--- src/rtl/universal_counter_register_if.sv ---
// universal_counter_register_if: control/data bundle for the counter register.
// master drives en/op/d/sin and reads q/wrap/tc; slave is the register side.
interface universal_counter_register_if #(
  parameter int WIDTH = 7
);
  logic             en;
  logic [2:0]       op;
  logic [WIDTH-1:0] d;
  logic             sin;
  logic [WIDTH-1:0] q;
  logic             wrap;
  logic             tc;

  modport master (
    output en, op, d, sin,
    input  q, wrap, tc
  );

  modport slave (
    input  en, op, d, sin,
    output q, wrap, tc
  );
endinterface

--- src/rtl/universal_counter_register.sv ---
// universal_counter_register: WIDTH-bit register with hold/load/count/shift/rotate/clear.
// Ports: clk, reset (async active-low), bus (en,op,d,sin in; q,wrap,tc out).
module universal_counter_register #(
  parameter int WIDTH       = 7,
  parameter int MAX_COUNT   = 2**WIDTH-1,
  parameter bit SATURATE    = 1'b0,
  parameter int RESET_VALUE = 0
) (
  input logic clk,
  input logic reset,
  universal_counter_register_if.slave bus
);

  localparam logic [2:0] OP_HOLD  = 3'b000;
  localparam logic [2:0] OP_LOAD  = 3'b001;
  localparam logic [2:0] OP_UP    = 3'b010;
  localparam logic [2:0] OP_DOWN  = 3'b011;
  localparam logic [2:0] OP_SHL   = 3'b100;
  localparam logic [2:0] OP_SHR   = 3'b101;
  localparam logic [2:0] OP_ROL   = 3'b110;
  localparam logic [2:0] OP_CLEAR = 3'b111;

  // One extra bit so MAX_COUNT = 2**WIDTH-1 compares/increments cleanly.
  localparam logic [WIDTH:0]   MAXV = (WIDTH+1)'(MAX_COUNT);
  localparam logic [WIDTH-1:0] MAXQ = MAXV[WIDTH-1:0];
  localparam logic [WIDTH-1:0] RSTV = WIDTH'(RESET_VALUE);

  logic [WIDTH-1:0] q;
  logic             wrap;
  logic [WIDTH:0]   qx;
  logic [WIDTH:0]   res;
  logic [WIDTH-1:0] q_nxt;
  logic             wrap_nxt;

  function automatic logic [WIDTH-1:0] clamp(
    input logic [WIDTH:0] v
  );
    return (v > MAXV) ? MAXQ : v[WIDTH-1:0];
  endfunction

  assign qx = {1'b0, q};

  always_comb begin
    res      = qx;
    wrap_nxt = 1'b0;
    if (bus.en) begin
      unique case (bus.op)
        OP_HOLD:  res = qx;
        OP_LOAD:  res = {1'b0, bus.d};
        OP_UP: begin
          if (qx == MAXV) begin
            res      = SATURATE ? MAXV : '0;
            wrap_nxt = 1'b1;
          end else begin
            res = qx + 1'b1;
          end
        end
        OP_DOWN: begin
          if (qx == '0) begin
            res      = SATURATE ? '0 : MAXV;
            wrap_nxt = 1'b1;
          end else begin
            res = qx - 1'b1;
          end
        end
        OP_SHL:   res = {1'b0, q[WIDTH-2:0], bus.sin};
        OP_SHR:   res = {1'b0, bus.sin, q[WIDTH-1:1]};
        OP_ROL:   res = {1'b0, q[WIDTH-2:0], q[WIDTH-1]};
        OP_CLEAR: res = {1'b0, RSTV};
        default:  res = qx;
      endcase
    end
    // Loads and shifts can land above the modulus; pin them to the limit.
    q_nxt = clamp(res);
  end

  always_ff @(posedge clk or negedge reset) begin
    if (!reset) begin
      q    <= RSTV;
      wrap <= 1'b0;
    end else begin
      q    <= q_nxt;
      wrap <= wrap_nxt;
    end
  end

  assign bus.q    = q;
  assign bus.wrap = wrap;
  assign bus.tc   = (qx == MAXV);

endmodule

--- src/flat_wrapper.sv ---
// flat-port wrapper written by rule: the top's interface ports become plain ports
module universal_counter_register_flat 
#(
  parameter int WIDTH       = 7,
  parameter int MAX_COUNT   = 2**WIDTH-1,
  parameter bit SATURATE    = 1'b0,
  parameter int RESET_VALUE = 0
)
  (clk, reset, bus_en, bus_op, bus_d, bus_sin, bus_q, bus_wrap, bus_tc);
  universal_counter_register_if #(.WIDTH(WIDTH)) bus_i ();
  input logic clk;
  input logic reset;
  input wire logic [$bits(bus_i.en)-1:0] bus_en;
  input wire logic [$bits(bus_i.op)-1:0] bus_op;
  input wire logic [$bits(bus_i.d)-1:0] bus_d;
  input wire logic [$bits(bus_i.sin)-1:0] bus_sin;
  output wire logic [$bits(bus_i.q)-1:0] bus_q;
  output wire logic [$bits(bus_i.wrap)-1:0] bus_wrap;
  output wire logic [$bits(bus_i.tc)-1:0] bus_tc;
  assign bus_i.en = bus_en;
  assign bus_i.op = bus_op;
  assign bus_i.d = bus_d;
  assign bus_i.sin = bus_sin;
  assign bus_q = bus_i.q;
  assign bus_wrap = bus_i.wrap;
  assign bus_tc = bus_i.tc;
  universal_counter_register #(.WIDTH(WIDTH), .MAX_COUNT(MAX_COUNT), .SATURATE(SATURATE), .RESET_VALUE(RESET_VALUE)) u_core (.clk(clk), .reset(reset), .bus(bus_i));
endmodule
--- config.mk ---
export PLATFORM = sky130hd
export DESIGN_NAME = universal_counter_register_flat
export DESIGN_NICKNAME = d
export VERILOG_FILES = /design/src/rtl/universal_counter_register_if.sv /design/src/rtl/universal_counter_register.sv /design/src/flat_wrapper.sv
export SDC_FILE = /design/constraint.sdc
export NUM_CORES = 1
export LEC_CHECK = 0
export BUFFER_PORTS_ARGS = -buffer_cell sky130_fd_sc_hd__buf_2
export CAP_MARGIN = 20
export CORE_ASPECT_RATIO = 0.8
export CORE_UTILIZATION = 45
export CTS_CLUSTER_DIAMETER = 50
export CTS_CLUSTER_SIZE = 10
export DETAILED_ROUTE_END_ITERATION = 12
export PLACE_DENSITY = 0.68
export SLEW_MARGIN = 30
export SYNTH_ARGS = -nofsm -noshare
export SYNTH_HDL_FRONTEND = slang
export SYNTH_SLANG_ARGS = --single-unit
--- constraint.sdc ---
create_clock -name clk -period 2.9 [get_ports clk]
set_input_delay 0.87 -clock clk [delete_from_list [all_inputs] [get_ports clk]]
set_output_delay 0.87 -clock clk [all_outputs]
set_load 0.01 [all_outputs]
## Word-level counts from Yosys, hierarchy flattened

Cells that the tools add are included.

| storage, ports and cells | value |
|---|---|
| register bits after elaboration | 8 |
| input port bits | 14 |
| logic and storage cells | 24 |

| operators by class | value |
|---|---|
| $add $sub $neg | 2 |
| order comparisons | 1 |
| eq/ne operators | 8 |
| mux-type cells | 9 |
| reductions and logical operators | 2 |

Operator list:

| kind | count |
|---|---|
| one-hot mux 8 bit (8 select lines) | 1 |
| two-way mux 8 bit | 3 |
| == test 3 bit, second input constant | 4 |
| adder 7 x 1 -> 8 bit, second input constant | 1 |
| greater-than comparator 8 x 7 -> 1 bit, second input constant | 1 |
| logical NOT 8 bit | 1 |
| subtractor 7 x 1 -> 8 bit, second input constant | 1 |
| == test 7 bit, second input constant | 1 |
| two-way mux 7 bit | 1 |
| == test 3 x 2 -> 1 bit, second input constant | 2 |
| == test 3 x 1 -> 1 bit, second input constant | 1 |
| logical NOT 3 bit | 1 |
| two-way mux 1 bit | 3 |
| one-hot mux 1 bit (2 select lines) | 1 |

## Depth between registers and ports, before layout

Gate-level depths: netlist (run 1).

| depth | value |
|---|---|
| depth after elaboration | 6 |
| mapped depth | 7 |
| gate-level depth less buffers | 7 |

## Worst setup path before layout (run 1)

No wires, ideal clock.

| path | value |
|---|---|
| kind | input to register |
| start point | input port bus_op[1] |
| end point | register u_core.q[4], in the netlist u_core.bus.q[4] |
| arrival time | 2.279 ns |
| required time | 2.837 ns |
| path slack | 0.557 ns |
| cell stages on the path | 6 |
| cells stage by stage | clkbuf_1 nand2b_1 or3_1 or3_4 a31oi_1 o32a_2 |

| between the ends | value |
|---|---|
| cells in the longest elaborated chain, start to end | 5 |

RTL lines:

| element | line | text |
|---|---|---|
| from (decl) | flat_wrapper.sv:14 | `input wire logic [$bits(bus_i.op)-1:0] bus_op;` |
| == test 3 bit, or another cell as far along | universal_counter_register.sv:47 | `unique case (bus.op)` |
| one-hot mux 8 bit (8 select lines) * | universal_counter_register.sv:47 |  |
| two-way mux 8 bit * | universal_counter_register.sv:46 | `if (bus.en) begin` |
| greater-than comparator 8 x 7 -> 1 bit | universal_counter_register.sv:38 | `return (v > MAXV) ? MAXQ : v[WIDTH-1:0];` |
| two-way mux 7 bit * | universal_counter_register.sv:38 |  |
| via u_core.q_nxt[4] | universal_counter_register.sv:32 | `logic [WIDTH-1:0] q_nxt;` |
| to (signal assigned) | universal_counter_register.sv:82 | `q <= q_nxt;` |
| to (decl) | universal_counter_register.sv:28 | `logic [WIDTH-1:0] q;` |

The timed path passes the listed nets; every way through them passes the cells marked *.

## Final worst setup path (run 1)

| path | value |
|---|---|
| start point | register u_core.q[0], in the netlist u_core.bus.q[0] |
| end point | output port bus_tc |

| between the ends | value |
|---|---|
| cells in the longest elaborated chain, start to end | 1 |

RTL lines:

| element | line | text |
|---|---|---|
| == test 7 bit | universal_counter_register.sv:89 | `assign bus.tc = (qx == MAXV);` |
| to (decl) | flat_wrapper.sv:19 | `output wire logic [$bits(bus_i.tc)-1:0] bus_tc;` |

No other way between the ends.

==> impl_metrics.yaml, run 1 <==
critical_path:
  regToRegSetupSlack_ns: 0.66
  critPathArrivalTime_ns: 1.74
  endpoint_kind: "output pin"
  crit_fanout: 8
  path_buf_inv: 1
  cp.required_ns: 2.03
  critPathKind: "reg -> out"
  path_cells: "ha_1, nand3_1, nor2_1, buf_2"
  slowest_delay_ns: 0.48
  cp_slowest_cell: "dfrtp_1"
  reg2reg_from: "u_core.bus.q[4]$_DFF_PN0_"
  r2r-end: "u_core.bus.q[4]$_DFF_PN0_"
  reg2regPathDepth: 5
  start_kind: "flip-flop"
  cpLargestDelayFamily: "simple AND/OR/NAND/NOR gates"
floorplanning:
  die_y_um: 41.09
  initial_core_util_pct: 50.33
  core-area_um2: 1708
  ios: 23
  dieArea_um2: 2090
  num_rows: 13
  die_w_um: 50.87
global_route:
  grt-ovfl-total: 0
  grt_pass1_wl_mm: 3.732
  grt_max_degree: 18
  antenna_found_initial: 0
  first_global_vias: 844
  grt_use_total_pct: 24.65
final_layout:
  syn_to_final_growth_pct: 14.12
  nets: 146
  layout-drive-gt1-share_pct: 26.56
  final_util_pct: 57.44
  diodes: 0
logic_synthesis:
  synthesis.area_um2: 859.6
  synth-seq-cells: 8
  yosysTopAreaCellShare_pct: 23.29
  synth-seq-area-share_pct: 23.29
  yosysWarnings: 0
  ys_top_cells_by_count: "nand2_1 (13), a21oi_1 (9), dfrtp_1 (8)"
  synth.area.top_cells: "dfrtp_1 (23%), nand2_1 (5.7%), a21oi_1 (5.2%)"
  ys_types: 43
  syn_inst: 112
  synth_edf_count: 0
  synth_nets: 128
  avgSynthCellArea_um2: 7.675
  synthFlopType: "dfrtp_1"
  synth.most_common_cell: "nand2_1"
  synth_top_area_cell: "dfrtp_1"
  synthArstFlopShare_pct: 100.0
min_path:
  hold_path.class: "in -> async"
power_and_ir_drop:
  p_leak_nw: 0.4087
  cellPowerDensity_nw_per_um2: 459.2
  peakVddDrop_v: 0.0003114
timing:
  slew_headroom_pct: 54.38
  tns_ns: 0
  period_minus_slack_ns: 2.607
  rsz0062_at_grt: "no"
  min_period_over_period_pct: 89.91
  drv_slew: 0
  tightest_slew_ns: 0.6829
  worst_slack_ns: 0.2927
  hold_violations: 0
  setup_violations: 0
  fmax_ghz: 0.3835
  clock_skew_ns: 0.0006521
cts:
  htreeDepth: 1
  cts_resized: 0
  clock_latency_ns: 0.25
  clock_path_buffers: 2
  cts_buffers: 3
  postCtsSetupBuffers: 0
  root_buffer: "clkbuf_4"
  cts-hold-fix-buffers: 0
  clock_sink_count: 8
  clk_pin_slew_ns: 0.05
  cts_tree: "built"
job:
  drv_cap: 0
run_status:
  status: "completed"
detailed_routing:
  drcViolationCount: 0
  routed_wl_mm: 2.389
  drt_iter0_markers: 49
  route.vias.total: 996
  drt-wirelength-per-cell_um: 15.93
  drtPass1Iterations: 4
  ant_nets: 0
  viasPerCell: 6.640
placement:
  gp_congestion: 0.9179
  port-buffer-count: 22
  dpl.hpwl_mm: 1.848
  dp_slack_ns: 0.4346
==> flip-flops by register name (all words and copies together) (netlist names) <==
name	cells
u_core.bus.q	7
u_core.bus.wrap	1
==> cells in the final DEF, fill, tap and decap left out, drive strengths merged, types with 3 or more instances in the layout <==
cell    instances
a32oi           3
nor2b           3
nand2          13
a21oi           9
buf            23
o32a            3
clkbuf          3
nand2b          3
dfrtp           8
inv             4
xor2            4
nor4            3
nand3           3
o21ai           5
nor2            7
or3             3
==> cell families after synthesis <==
family | after synthesis | synth area share, %
compound gates | 40 | 33.92
simple gates | 41 | 25.04
fa+ha+maj | 2 | 2.911
mux | 2 | 2.620
xor+xnor | 5 | 5.094
buf+inv | 14 | 7.131
flops | 8 | 23.29
==> per-stage QoR <==
step | cell area [um^2] | std cells | power, mW | hold slack [ns]
after global routing | 980.9 | 150 | 0.4853 | 0.4495
final | 980.9 | 150 | 0.4504 | 0.4575
after global placement | 958.4 | 147 | 0.3677 | 0.7022
after CTS | 980.9 | 150 | 0.4522 | 0.4496
after detailed placement | 958.4 | 147 | 0.3690 | 0.6917
after floorplan | 859.6 | 112 | 0.3114 | 0.5744
==> layer usage <==
layer  part of all wire [%]  vias up  track usage (%)
met1                     42      468            30.02
met4                      0        0            1.389
met2                     47       66            44.00
li1                       -      462                -
met5                      0        -                0
met3                     11        0            9.630
==> worst max-delay path by stage <==
| stage | start | to | slack (ns) | cells after the start |
|---|---|---|---|---|
| finish | u_core.bus.q[0]$_DFF_PN0_ | bus_tc | 0.29 | 4 |
| global route | u_core.bus.q[0]$_DFF_PN0_ | bus_tc | 0.22 | 4 |
| CTS | u_core.bus.q[0]$_DFF_PN0_ | bus_tc | 0.33 | 4 |
| detailed placement | bus_op[0] | u_core.bus.q[4]$_DFF_PN0_ | 0.43 | 6 |
| global placement | bus_op[0] | u_core.bus.q[1]$_DFF_PN0_ | 0.43 | 6 |
| floorplan | bus_op[1] | u_core.bus.q[4]$_DFF_PN0_ | 0.56 | 6 |
==> cell type report <==
type                       instances  area, um^2
clock buffer                       3       22.52
fill                             176       726.9
inverter                           4       15.01
multi-input combinational         90       598.1
sequential                         8       200.2
tap                               22       27.53
timing repair buffer              23       117.6
==> power by group <==
group	switching (mW)	internal (mW)
clock network	0.0324	0.0470
logic	0.103	0.0875
registers	0.0509	0.130
Note: power is estimated with default switching activity, not from simulation.
==> run 2: changes to the inputs <==
Clock period 2.9 ns to 2.6 ns, I/O delays scaled along.
==> run 2 against run 1 <==
First-iteration DRC count grew 57%; sequential cell count is the same; cell area grew 3.8%; setup slack lost 0.20 ns; combinational power grew 31%; critical endpoint unchanged; largest cell class unchanged.
==> impl_metrics.yaml, run 2 (synthesis results as in run 1) <==
run_status:
  status: "completed"
final_layout:
  final_common_cell: "buf_2"
  final_cell_mix: "buf_2 (22), nand2_1 (13), a21oi_1 (9)"
  largest_register_ff_count: 7
  layout-drive-gt1-share_pct: 29.32
  nFillCells: 174
  syn_to_final_growth_pct: 18.49
  diodes: 0
  top_regs: "u_core.bus.q: 7 flops, u_core.bus.wrap: 1 flops"
  top_register: "u_core.bus.q"
  nets: 151
timing:
  rsz0062_at_grt: "no"
  hold_violations: 0
  fmax_ghz: 0.3995
  clock_skew_ns: 0.001321
  worst_slack_ns: 0.09685
  period_minus_slack_ns: 2.503
  slew_headroom_pct: 64.31
  hold_ws_ns: 0.3660
  tightest_slew_ns: 0.5219
  drv_slew: 0
  min_period_over_period_pct: 96.28
  setup_violations: 0
  tns_ns: 0
global_route:
  grt_use_met3_pct: 3.333
  grt_use_total_pct: 25.08
  busiest_layer: "met2"
  grt_max_degree: 18
  grt_pass1_wl_mm: 3.912
  use_met1_pct: 33.98
  grtUsageMet2_pct: 43.67
  grt-ovfl-total: 0
  first_global_vias: 878
  antenna_found_initial: 0
critical_path:
  crit_fanout: 8
  critPathArrivalTime_ns: 1.72
  path_buf_inv: 1
  start_kind: "flip-flop"
  critPathKind: "reg -> out"
  endpoint_kind: "output pin"
  cp.required_ns: 1.82
  slowest_delay_ns: 0.48
  reg2regPathDepth: 5
  regToRegSetupSlack_ns: 0.44
  cp_num_cells: 4
  cpLargestDelayFamily: "simple AND/OR/NAND/NOR gates"
  path_cells: "ha_1, nand3_1, nor2_1, buf_2"
  cp_slowest_cell: "dfrtp_1"
detailed_routing:
  ant_nets: 0
  route.vias.total: 982
  drt_iter0_markers: 77
  routed_wl_mm: 2.368
  drtPass1Iterations: 5
  viasPerCell: 6.335
  drt-wirelength-per-cell_um: 15.28
  drcViolationCount: 0
cts:
  clock_path_buffers: 2
  clock_sink_count: 8
  cts_resized: 0
  postCtsSetupBuffers: 0
  cts_tree: "built"
  cts_buffers: 3
  clk_pin_slew_ns: 0.05
  root_buffer: "clkbuf_4"
  htreeDepth: 1
  cts-hold-fix-buffers: 0
  clock_latency_ns: 0.24
floorplanning:
  die_w_um: 50.87
  core-area_um2: 1708
  dieArea_um2: 2090
  num_rows: 13
  initial_core_util_pct: 50.33
  ios: 23
  die_y_um: 41.09
job:
  drv_cap: 0
power_and_ir_drop:
  cellPowerDensity_nw_per_um2: 508.2
  peakVddDrop_v: 0.0003549
  p_leak_nw: 0.4341
placement:
  port-buffer-count: 22
  dp_slack_ns: 0.2276
  gp_congestion: 0.9158
  dpl.hpwl_mm: 1.847
min_path:
  hold_path.class: "in -> async"
[run 2: cell count changes in the layout (fill, tap and decap cells not counted)]
cell / delta
buf_4: +5
[run 2: area by class of cell]
type	instances	area [um^2]	area share, %
Inverter	4	15.01	1.474
Timing Repair Buffer	28	155.1	15.23
Multi-Input combinational cell	90	598.1	58.72
Sequential cell	8	200.2	19.66
Tap cell	22	27.53	2.703
Clock buffer	3	22.52	2.211
[run 2: worst register-to-register path, stage by stage (launching register included)]
cell and delay [ns]:
dfrtp_1 0.47, or4_4 0.56, or3_1 0.34, or3_4 0.40
a31oi_1 0.16, o32a_2 0.17
[run 2: final timing paths]
path | from | to
max | u_core.bus.q[0]$_DFF_PN0_ | bus_tc
min | reset | u_core.bus.q[3]$_DFF_PN0_
max reg2reg | u_core.bus.q[6]$_DFF_PN0_ | u_core.bus.q[4]$_DFF_PN0_
min reg2reg | u_core.bus.q[4]$_DFF_PN0_ | u_core.bus.q[4]$_DFF_PN0_
max in group asynchronous | reset | u_core.bus.q[4]$_DFF_PN0_
min in group clk | u_core.bus.q[4]$_DFF_PN0_ | u_core.bus.q[4]$_DFF_PN0_
[run 2: report_power, final]
part,internal (mW),switching (mW),leakage (nW),total [mW]
registers,0.145,0.0341,0.0956,0.179
clock network,0.0525,0.0377,0.0138,0.0903
logic,0.110,0.138,0.325,0.248
[run 2: routing by layer]
| layer | up-vias | part of all wire, % |
|---|---|---|
| met4 | 0 | 1.3 |
| met1 | 458 | 48 |
| met2 | 46 | 45 |
| met5 | - | 0 |
| li1 | 474 | - |
| met3 | 4 | 5.9 |
[run 2: through the flow]
step / total power [mW] / utilization [%] / cells / instance area [um^2]
2_1_floorplan: 0.3474 / - / 112 / 859.6
3_3_place_gp: 0.4245 / 58.32 / 152 / 996.0
3_5_place_dp: 0.4251 / 58.32 / 152 / 996.0
4_1_cts: 0.5183 / 59.63 / 155 / 1018
5_1_grt: 0.5516 / 59.63 / 155 / 1018
6_report: 0.5176 / 59.63 / 155 / 1018
==> run 3: changes to the inputs <==
--- a/config.mk
+++ b/config.mk
@@ -14,3 +14,3 @@
 export DETAILED_ROUTE_END_ITERATION = 12
-export PLACE_DENSITY = 0.68
+export PLACE_DENSITY = 0.71
 export SLEW_MARGIN = 30
==> constraint.sdc (replaced) <==
create_clock -name clk -period 2.1 [get_ports clk]
set_input_delay 0.63 -clock clk [delete_from_list [all_inputs] [get_ports clk]]
set_output_delay 0.63 -clock clk [all_outputs]
set_load 0.005 [all_outputs]
==> run 3 against run 2 <==
Sequential share of layout area decreased by 1.9 points; global-route usage up 4.8 points; core utilization is 7.3 points higher; sequential power grew 19%; clock skew is 0.0080 ns higher; critical endpoint is now u_core.bus.q[4]$_DFF_PN0_; largest cell class unchanged; largest power group unchanged.
==> impl_metrics.yaml, run 3 (synthesis results as in run 1) <==
timing:
  slew_headroom_pct: 72.88
  drv_slew: 0
  setup_violations: 0
  tns_ns: 0
  tightest_slew_ns: 0.4031
  fmax_ghz: 0.4879
  clock_skew_ns: 0.009291
  min_period_over_period_pct: 97.60
  rsz0062_at_grt: "no"
  hold_violations: 0
  period_minus_slack_ns: 2.050
final_layout:
  fin_cells: 168
  top_register: "u_core.bus.q"
  layout-drive-gt1-share_pct: 40.41
  largest_register_ff_count: 7
  nets: 164
  final_cell_mix: "buf_2 (22), buf_4 (19), nand2_1 (13)"
  nFillCells: 160
  syn_to_final_growth_pct: 32.90
  top_regs: "u_core.bus.q: 7 flops, u_core.bus.wrap: 1 flops"
  final_common_cell: "buf_2"
  diodes: 0
power_and_ir_drop:
  power_mw: 0.6735
  peakVddDrop_v: 0.0003982
  cellPowerDensity_nw_per_um2: 589.6
  p_leak_nw: 0.4969
global_route:
  grt_pass1_wl_mm: 4.471
  first_global_vias: 983
  grt-ovfl-total: 0
  grt_max_degree: 14
  grt_use_total_pct: 29.92
  antenna_found_initial: 0
detailed_routing:
  drt_iter0_markers: 29
  drt-wirelength-per-cell_um: 15.82
  ant_nets: 0
  routed_wl_mm: 2.658
  viasPerCell: 6.274
  drtPass1Iterations: 4
  route.vias.total: 1054
  drcViolationCount: 0
critical_path:
  path_cells: "or4_4, or3_4, or3_4, a31oi_2, o32a_2"
  critPathKind: "reg -> reg"
  crit_fanout: 3
  cp_slowest_cell: "or4_4"
  cp.required_ns: 2.29
  start_kind: "flip-flop"
  cpMostUsedCell: "or3_4"
  endpoint_kind: "flip-flop"
  path_buf_inv: 0
  regToRegSetupSlack_ns: 0.05
  cpLargestDelayFamily: "simple AND/OR/NAND/NOR gates"
  critPathArrivalTime_ns: 2.24
  slowest_delay_ns: 0.56
cts:
  clock_latency_ns: 0.26
  cts-hold-fix-buffers: 0
  clock_path_buffers: 2
  clock_sink_count: 8
  clk_pin_slew_ns: 0.06
  cts_buffers: 3
  cts_tree: "built"
  htreeDepth: 1
  root_buffer: "clkbuf_4"
placement:
  port-buffer-count: 22
  dpl.hpwl_mm: 2.040
  gp_congestion: 0.9975
  dp.cells: 165
floorplanning:
  die_w_um: 50.87
  die_y_um: 41.09
  ios: 23
  num_rows: 13
  initial_core_util_pct: 50.33
  core-area_um2: 1708
  dieArea_um2: 2090
run_status:
  status: "completed"
job:
  drv_cap: 0
min_path:
  hold_path.class: "in -> async"
==> run 3: cell types whose count changed in the layout (fill, tap and decap cells not counted), sizes merged <==
cell | before | now
buf | 28 | 41
==> run 3: per-layer routing <==
metal,track usage (%),vias to the layer above,share of wire (%)
met5,0,-,0
met4,4.861,0,0
met3,6.667,0,6.9
met2,54.33,46,48
met1,37.83,507,45
li1,-,501,-
==> run 3: worst paths after layout <==
check,startpoint,end,cells past startpoint
hold / removal,reset,u_core.bus.wrap$_DFF_PN0_,1
setup reg to reg,u_core.bus.q[4]$_DFF_PN0_,u_core.bus.q[4]$_DFF_PN0_,5
max in group asynchronous,reset,u_core.bus.q[0]$_DFF_PN0_,1
hold reg to reg,u_core.bus.q[0]$_DFF_PN0_,u_core.bus.q[0]$_DFF_PN0_,1
min in group clk,u_core.bus.q[0]$_DFF_PN0_,u_core.bus.q[0]$_DFF_PN0_,1
setup / recovery,u_core.bus.q[4]$_DFF_PN0_,u_core.bus.q[4]$_DFF_PN0_,5
==> run 3: what timing repair did <==
| item | 4_1_cts | 5_1_grt |
|---|---|---|
| setup endpoints to repair | 1 | 3 |
| gates resized for setup | 1 | 6 |
| setup buffers | 0 | 0 |
| gates cloned | 0 | 0 |
==> run 3: area by class of cell <==
type | instances | area [um^2] | area share (%)
multi-input cells | 90 | 621.8 | 54.44
repair buffers | 41 | 252.7 | 22.12
flip-flops and latches | 8 | 202.7 | 17.74
well taps | 22 | 27.53 | 2.410
clock buffers | 3 | 22.52 | 1.972
inverters | 4 | 15.01 | 1.314
==> run 3: per-stage QoR <==
step	worst slack, ns	hold slack (ns)	instance area (um^2)	utilization, %
global placement	0.05148	0.4844	1094	64.03
detailed placement	-0.005625	0.4869	1094	64.03
CTS	0.01196	0.2036	1117	65.42
finish	0.05050	0.2027	1142	66.89
floorplan	0.01139	0.3344	860.8	-
global route	0.002837	0.2091	1142	66.89
==> run 3: where the power goes <==
group	internal, mW	switching (mW)	total [mW]
Clock	0.0656	0.0556	0.121
Sequential	0.181	0.0321	0.213
Combinational	0.156	0.184	0.339
Total	0.402	0.271	0.674
